## config.mk

```make
export PLATFORM = sky130hd
export DESIGN_NAME = truth_table_sweeper
export DESIGN_NICKNAME = d
export VERILOG_FILES = /design/src/rtl/sweep_pkg.sv /design/src/rtl/sweep_settle_timer.sv /design/src/rtl/truth_table_sweeper.sv
export SDC_FILE = /design/constraint.sdc
export NUM_CORES = 1
export LEC_CHECK = 0
export CAP_MARGIN = 20
export CORE_ASPECT_RATIO = 1.2
export CORE_MARGIN = 2
export CORE_UTILIZATION = 51
export CTS_BUF_LIST = sky130_fd_sc_hd__clkbuf_2 sky130_fd_sc_hd__clkbuf_4 sky130_fd_sc_hd__clkbuf_8
export DETAILED_ROUTE_END_ITERATION = 8
export GPL_TIMING_DRIVEN = 1
export PLACE_DENSITY = 0.81
export SLEW_MARGIN = 25
export SYNTH_ARGS = -nofsm -noshare
export SYNTH_HDL_FRONTEND = slang
export SYNTH_SLANG_ARGS = --single-unit
```

## constraint.sdc

```tcl
create_clock -name clk -period 1.7 [get_ports clk]
set_clock_uncertainty 0.15 [all_clocks]
set_input_delay 0.255 -clock clk [delete_from_list [all_inputs] [get_ports clk]]
set_output_delay 0.255 -clock clk [all_outputs]
set_load 0.01 [all_outputs]
```

## src/rtl/sweep_pkg.sv

```systemverilog
// Shared definitions for the truth-table sweep sequencer and its helpers.
package sweep_pkg;

    // Largest number of function inputs a sweep is intended for.
    localparam int MAX_N_IN = 4;

    // Sweep sequencer states.
    typedef enum logic [1:0] {
        IDLE   = 2'd0,
        SETTLE = 2'd1,
        SAMPLE = 2'd2,
        DONE   = 2'd3
    } sweep_state_e;

    // Number of minterms covered by an n-input function.
    function automatic int num_minterms(input int n);
        return 1 << n;
    endfunction

endpackage

```

## src/rtl/sweep_settle_timer.sv

```systemverilog
// Loadable down-counter used to hold a stimulus stable for a fixed number of
// cycles; zero is high once the loaded count has run out.
module sweep_settle_timer #(
    parameter int W = 1
) (
    input  logic         clk,
    input  logic         rst_n,
    input  logic         load,
    input  logic [W-1:0] load_value,
    input  logic         enable,
    output logic         zero
);

    logic [W-1:0] count;

    // Load takes priority; otherwise count down while enabled, stopping at zero.
    always_ff @(posedge clk or negedge rst_n) begin
        if (!rst_n) begin
            count <= '0;
        end else if (load) begin
            count <= load_value;
        end else if (enable && (count != '0)) begin
            count <= count - 1'b1;
        end
    end

    assign zero = (count == '0);

endmodule

```

## src/rtl/truth_table_sweeper.sv

```systemverilog
// Steps two implementations of the same function through every minterm,
// records both truth tables and reports where and how often they disagree.
module truth_table_sweeper
    import sweep_pkg::*;
#(
    parameter int N_IN          = 2,
    parameter int SETTLE_CYCLES = 1
) (
    input  logic                          clk,
    input  logic                          rst_n,
    input  logic                          start,
    output logic [N_IN-1:0]               drv,
    input  logic                          impl_a,
    input  logic                          impl_b,
    output logic                          busy,
    output logic                          done,
    output logic [num_minterms(N_IN)-1:0] table_a,
    output logic [num_minterms(N_IN)-1:0] table_b,
    output logic [num_minterms(N_IN)-1:0] mismatch_mask,
    output logic [N_IN:0]                 mismatch_cnt,
    output logic                          pass
);

    localparam int NM = num_minterms(N_IN);
    localparam int CW = (SETTLE_CYCLES > 1) ? $clog2(SETTLE_CYCLES) : 1;
    localparam logic [CW-1:0]   RELOAD = CW'(SETTLE_CYCLES - 1);
    localparam logic [N_IN-1:0] LAST   = N_IN'(NM - 1);

    sweep_state_e    state;
    sweep_state_e    state_next;
    logic [N_IN-1:0] idx;
    logic            tmr_load;
    logic            tmr_enable;
    logic            tmr_zero;
    logic            diff;
    logic            last;
    logic [N_IN:0]   cnt_next;

    assign diff     = impl_a ^ impl_b;
    assign last     = (idx == LAST);
    assign cnt_next = mismatch_cnt + {{N_IN{1'b0}}, diff};

    assign drv  = idx;
    assign busy = (state != IDLE);
    assign done = (state == DONE);

    sweep_settle_timer #(
        .W (CW)
    ) u_settle_timer (
        .clk        (clk),
        .rst_n      (rst_n),
        .load       (tmr_load),
        .load_value (RELOAD),
        .enable     (tmr_enable),
        .zero       (tmr_zero)
    );

    // State register.
    always_ff @(posedge clk or negedge rst_n) begin
        if (!rst_n) begin
            state <= IDLE;
        end else begin
            state <= state_next;
        end
    end

    // Next-state logic and settle-timer control.
    always_comb begin
        state_next = state;
        tmr_load   = 1'b0;
        tmr_enable = 1'b0;
        case (state)
            IDLE: begin
                if (start) begin
                    state_next = SETTLE;
                    tmr_load   = 1'b1;
                end
            end
            SETTLE: begin
                if (tmr_zero) begin
                    state_next = SAMPLE;
                end else begin
                    tmr_enable = 1'b1;
                end
            end
            SAMPLE: begin
                if (last) begin
                    state_next = DONE;
                end else begin
                    state_next = SETTLE;
                    tmr_load   = 1'b1;
                end
            end
            DONE: begin
                state_next = IDLE;
            end
            default: begin
                state_next = IDLE;
            end
        endcase
    end

    // Minterm index and result registers; pass is decided on the final sample
    // so that it is already valid while done is high.
    always_ff @(posedge clk or negedge rst_n) begin
        if (!rst_n) begin
            idx           <= '0;
            table_a       <= '0;
            table_b       <= '0;
            mismatch_mask <= '0;
            mismatch_cnt  <= '0;
            pass          <= 1'b0;
        end else begin
            case (state)
                IDLE: begin
                    if (start) begin
                        idx           <= '0;
                        table_a       <= '0;
                        table_b       <= '0;
                        mismatch_mask <= '0;
                        mismatch_cnt  <= '0;
                        pass          <= 1'b0;
                    end
                end
                SAMPLE: begin
                    table_a[idx]       <= impl_a;
                    table_b[idx]       <= impl_b;
                    mismatch_mask[idx] <= diff;
                    mismatch_cnt       <= cnt_next;
                    if (last) begin
                        pass <= (cnt_next == '0);
                    end else begin
                        idx <= idx + 1'b1;
                    end
                end
                DONE: begin
                    idx <= '0;
                end
                default: begin
                end
            endcase
        end
    end

endmodule

```

==> flow_summary.json <==
{
  "clockBufferDepth": 2,
  "endpoint": "pass$_DFFE_PN0P_",
  "fmax_mhz": 595,
  "synth_most_common_cell": "dfrtp_1",
  "root_buffer": "clkbuf_4",
  "vdd_drop_max_mv": 1.09,
  "drt_first_pass_iters": 4,
  "first_global_vias": 933,
  "pwr-share-comb_pct": 61.8,
  "grt_max_degree": 22,
  "p_sw_uw": 1070,
  "worst_setup_path_start_kind": "register",
  "htreeDepth": 1,
  "grt_pass1_wl_um": 4110,
  "cp-end-kind": "register",
  "postSynthCellCount": 101,
  "async_flop_share_pct": 100,
  "slew_violations": 0,
  "routed-via-count": 991,
  "wl_per_cell_um": 15.2,
  "grt-ovfl-total": 0,
  "dp_slack_ns": -0.536,
  "die-area_um2": 2580,
  "total_power_uw": 2890,
  "clkPwrFrac_pct": 9.3,
  "gp_congestion": 0.748,
  "power.leakage_uw": 0.000849,
  "synth_edf_count": 0,
  "relSlewSlack_pct": 82.5,
  "holdWs_ns": 0.112,
  "clk_pin_slew_ns": 0.12,
  "power.share.sequential_pct": 29.0,
  "dpl_cell_area_um2": 1430,
  "setup_viol": 0,
  "track_usage_pct": 21.4,
  "fin_area_um2": 1660,
  "synth_flop_cell": "dfrtp_1",
  "hold_class": "in -> async",
  "critPathKind": "reg -> reg",
  "syn_area_um2": 1120,
  "ys_top_cells_by_count": "21 x dfrtp_1, 17 x a22o_1, 7 x inv_1, 7 x mux2_2, 7 x nand2_1",
  "synth_area_leaders": "dfrtp_1 47%, a22o_1 13%, mux2_2 7.1%",
  "crit_fanout": 7,
  "p_per_area_nw_per_um2": 1740,
  "drc": 0,
  "critPathArrivalTime_ns": 1.75,
  "die_x_um": 46.7,
  "antenna_found_initial": 0,
  "holdBufCountCts": 0,
  "period_share_pct": 98.9,
  "yosysWarnings": 0,
  "ys_types": 28,
  "finalCriticalPeriod_ns": 1.68,
  "yosysTopAreaCellShare_pct": 47.0,
  "synth_nets": 112,
  "portBuffers": 24,
  "reg2reg_slack_ns": 0.02,
  "worst_slack_ns": 0.0182,
  "syn_area_per_cell_um2": 11.1,
  "drt_iter0_markers": 18,
  "utilization_pct": 80.1,
  "antenna_cells": 0,
  "fp.coreArea_um2": 2070,
  "die_h_um": 55.3,
  "rr_endpoint": "pass$_DFFE_PN0P_",
  "cp.required_ns": 1.77,
  "ys_seq_elements": 21,
  "ios": 25,
  "nets": 163,
  "cp-startpoint": "state[0]$_DFFE_PN0P_",
  "worst-r2r-cell-count": 6,
  "rr_startpoint": "state[0]$_DFFE_PN0P_",
  "p_int_uw": 1820,
  "synth_top_cell_by_area": "dfrtp_1",
  "clock_latency_ns": 0.31,
  "worstMarginPinSlew_ns": 0.262,
  "status": "completed",
  "yosysSeqAreaShare_pct": 47.0,
  "vias_per_cell": 5.48,
  "area_growth_pct": 48.6,
  "hold_viol_final": 0,
  "cts_num_sinks": 21,
  "p_sw_share_pct": 37.1,
  "routed_wl_um": 2750,
  "start_util_pct": 53.9,
  "fp-row-count": 18,
  "drv_cap": 0,
  "place_hpwl_um": 1660,
  "postRouteAntennaNets": 0,
  "cts_tree": "yes",
  "cts_buffers": 3,
  "drive_above_1_share_pct": 33.1
}
-- how the worst min path moves through the flow --
stage	endpoint	slack (ns)	cells past startpoint
2_1_floorplan	drv[0]$_DFFE_PN0P_	-0.19	0
3_3_place_gp	state[1]$_DFFE_PN0P_	0.31	1
3_5_place_dp	state[1]$_DFFE_PN0P_	0.34	1
4_1_cts	mismatch_cnt[2]$_DFFE_PN0P_	0.12	2
5_1_grt	mismatch_mask[0]$_DFFE_PN0P_	0.15	2
6_report	mismatch_cnt[2]$_DFFE_PN0P_	0.11	2
-- layout by cell type (no fill, tap or decap), types with 2 or more instances in the layout --
cell type	netlist	final
a22o_1	17	17
dlygate4sd2_1	0	2
nor2b_1	3	3
inv_1	7	7
clkbuf_4	0	4
dfrtp_1	21	20
nand3b_1	2	2
o211ai_1	2	2
o22ai_1	2	2
mux2_2	7	7
buf_6	0	3
ha_2	0	2
nand2_1	7	6
buf_4	1	24
clkdlybuf4s50_1	0	16
o21ai_0	3	2
dlymetal6s2s_1	0	4
nand2b_1	4	4
ha_1	6	4
-- power by group through the flow --
stage	combinational [uW]	sequential, uW	clock, uW
2_1_floorplan	762	914	0
6_report	1780	836	268
5_1_grt	1930	853	294
4_1_cts	1540	846	276
3_5_place_dp	1380	876	0
3_3_place_gp	1340	865	0
-- worst max-delay path: stages (launching register included) --
cell	delay (ns)
dfrtp_1	0.43
buf_6	0.14
buf_6	0.11
buf_8	0.12
and2b_2	0.25
nand2_2	0.06
o41ai_2	0.32
-- layout make-up --
| type | count | area [um2] |
|---|---|---|
| well taps | 30 | 37.5 |
| inverters | 7 | 26.3 |
| fillers | 144 | 412 |
| multi-input cells | 67 | 568 |
| repair buffers | 52 | 472 |
| flip-flops and latches | 21 | 527 |
| clock buffers | 4 | 30.0 |
-- logic make-up (layout without fill, tap and decap cells) --
family	after synthesis	in the layout	share of synthesized area, %
simple gates	22	22	10.9
xor+xnor	2	2	1.57
buf+inv	13	63	5.15
flops	21	21	47.0
compound gates	29	29	20.7
fa+ha+maj	6	6	6.72
mux	8	8	7.95
-- state kept, by name, indices dropped and copies added (netlist names) --
name,count
mismatch_mask,4
table_a,4
table_b,4
mismatch_cnt,3
drv,2
state,2
pass,1
u_settle_timer.count,1
-- per-layer routing --
layer,up-vias,global-route usage (%),part of all wire [%]
met3,5,3.92,2.8
met2,29,32.9,51
li1,466,-,-
met1,491,28.3,44
met4,0,9.92,1.6
met5,-,0,0
-- through the flow --
step / std cells / setup TNS, ns
floorplan: 101 / 0
global placement: 157 / -1.03
detailed placement: 157 / -1.29
CTS: 170 / -0.00415
global route: 181 / -0.0507
finish: 181 / 0
-- timing repair --
action                                  CTS  global route
endpoints found under the setup margin    5            25
gates resized for setup                   8            18
cloned                                    0             1
hold endpoints to repair                  0             0
pin swaps                                 1             2
setup buffers                             9            10
No activity file was read; power rests on OpenSTA's default activity.
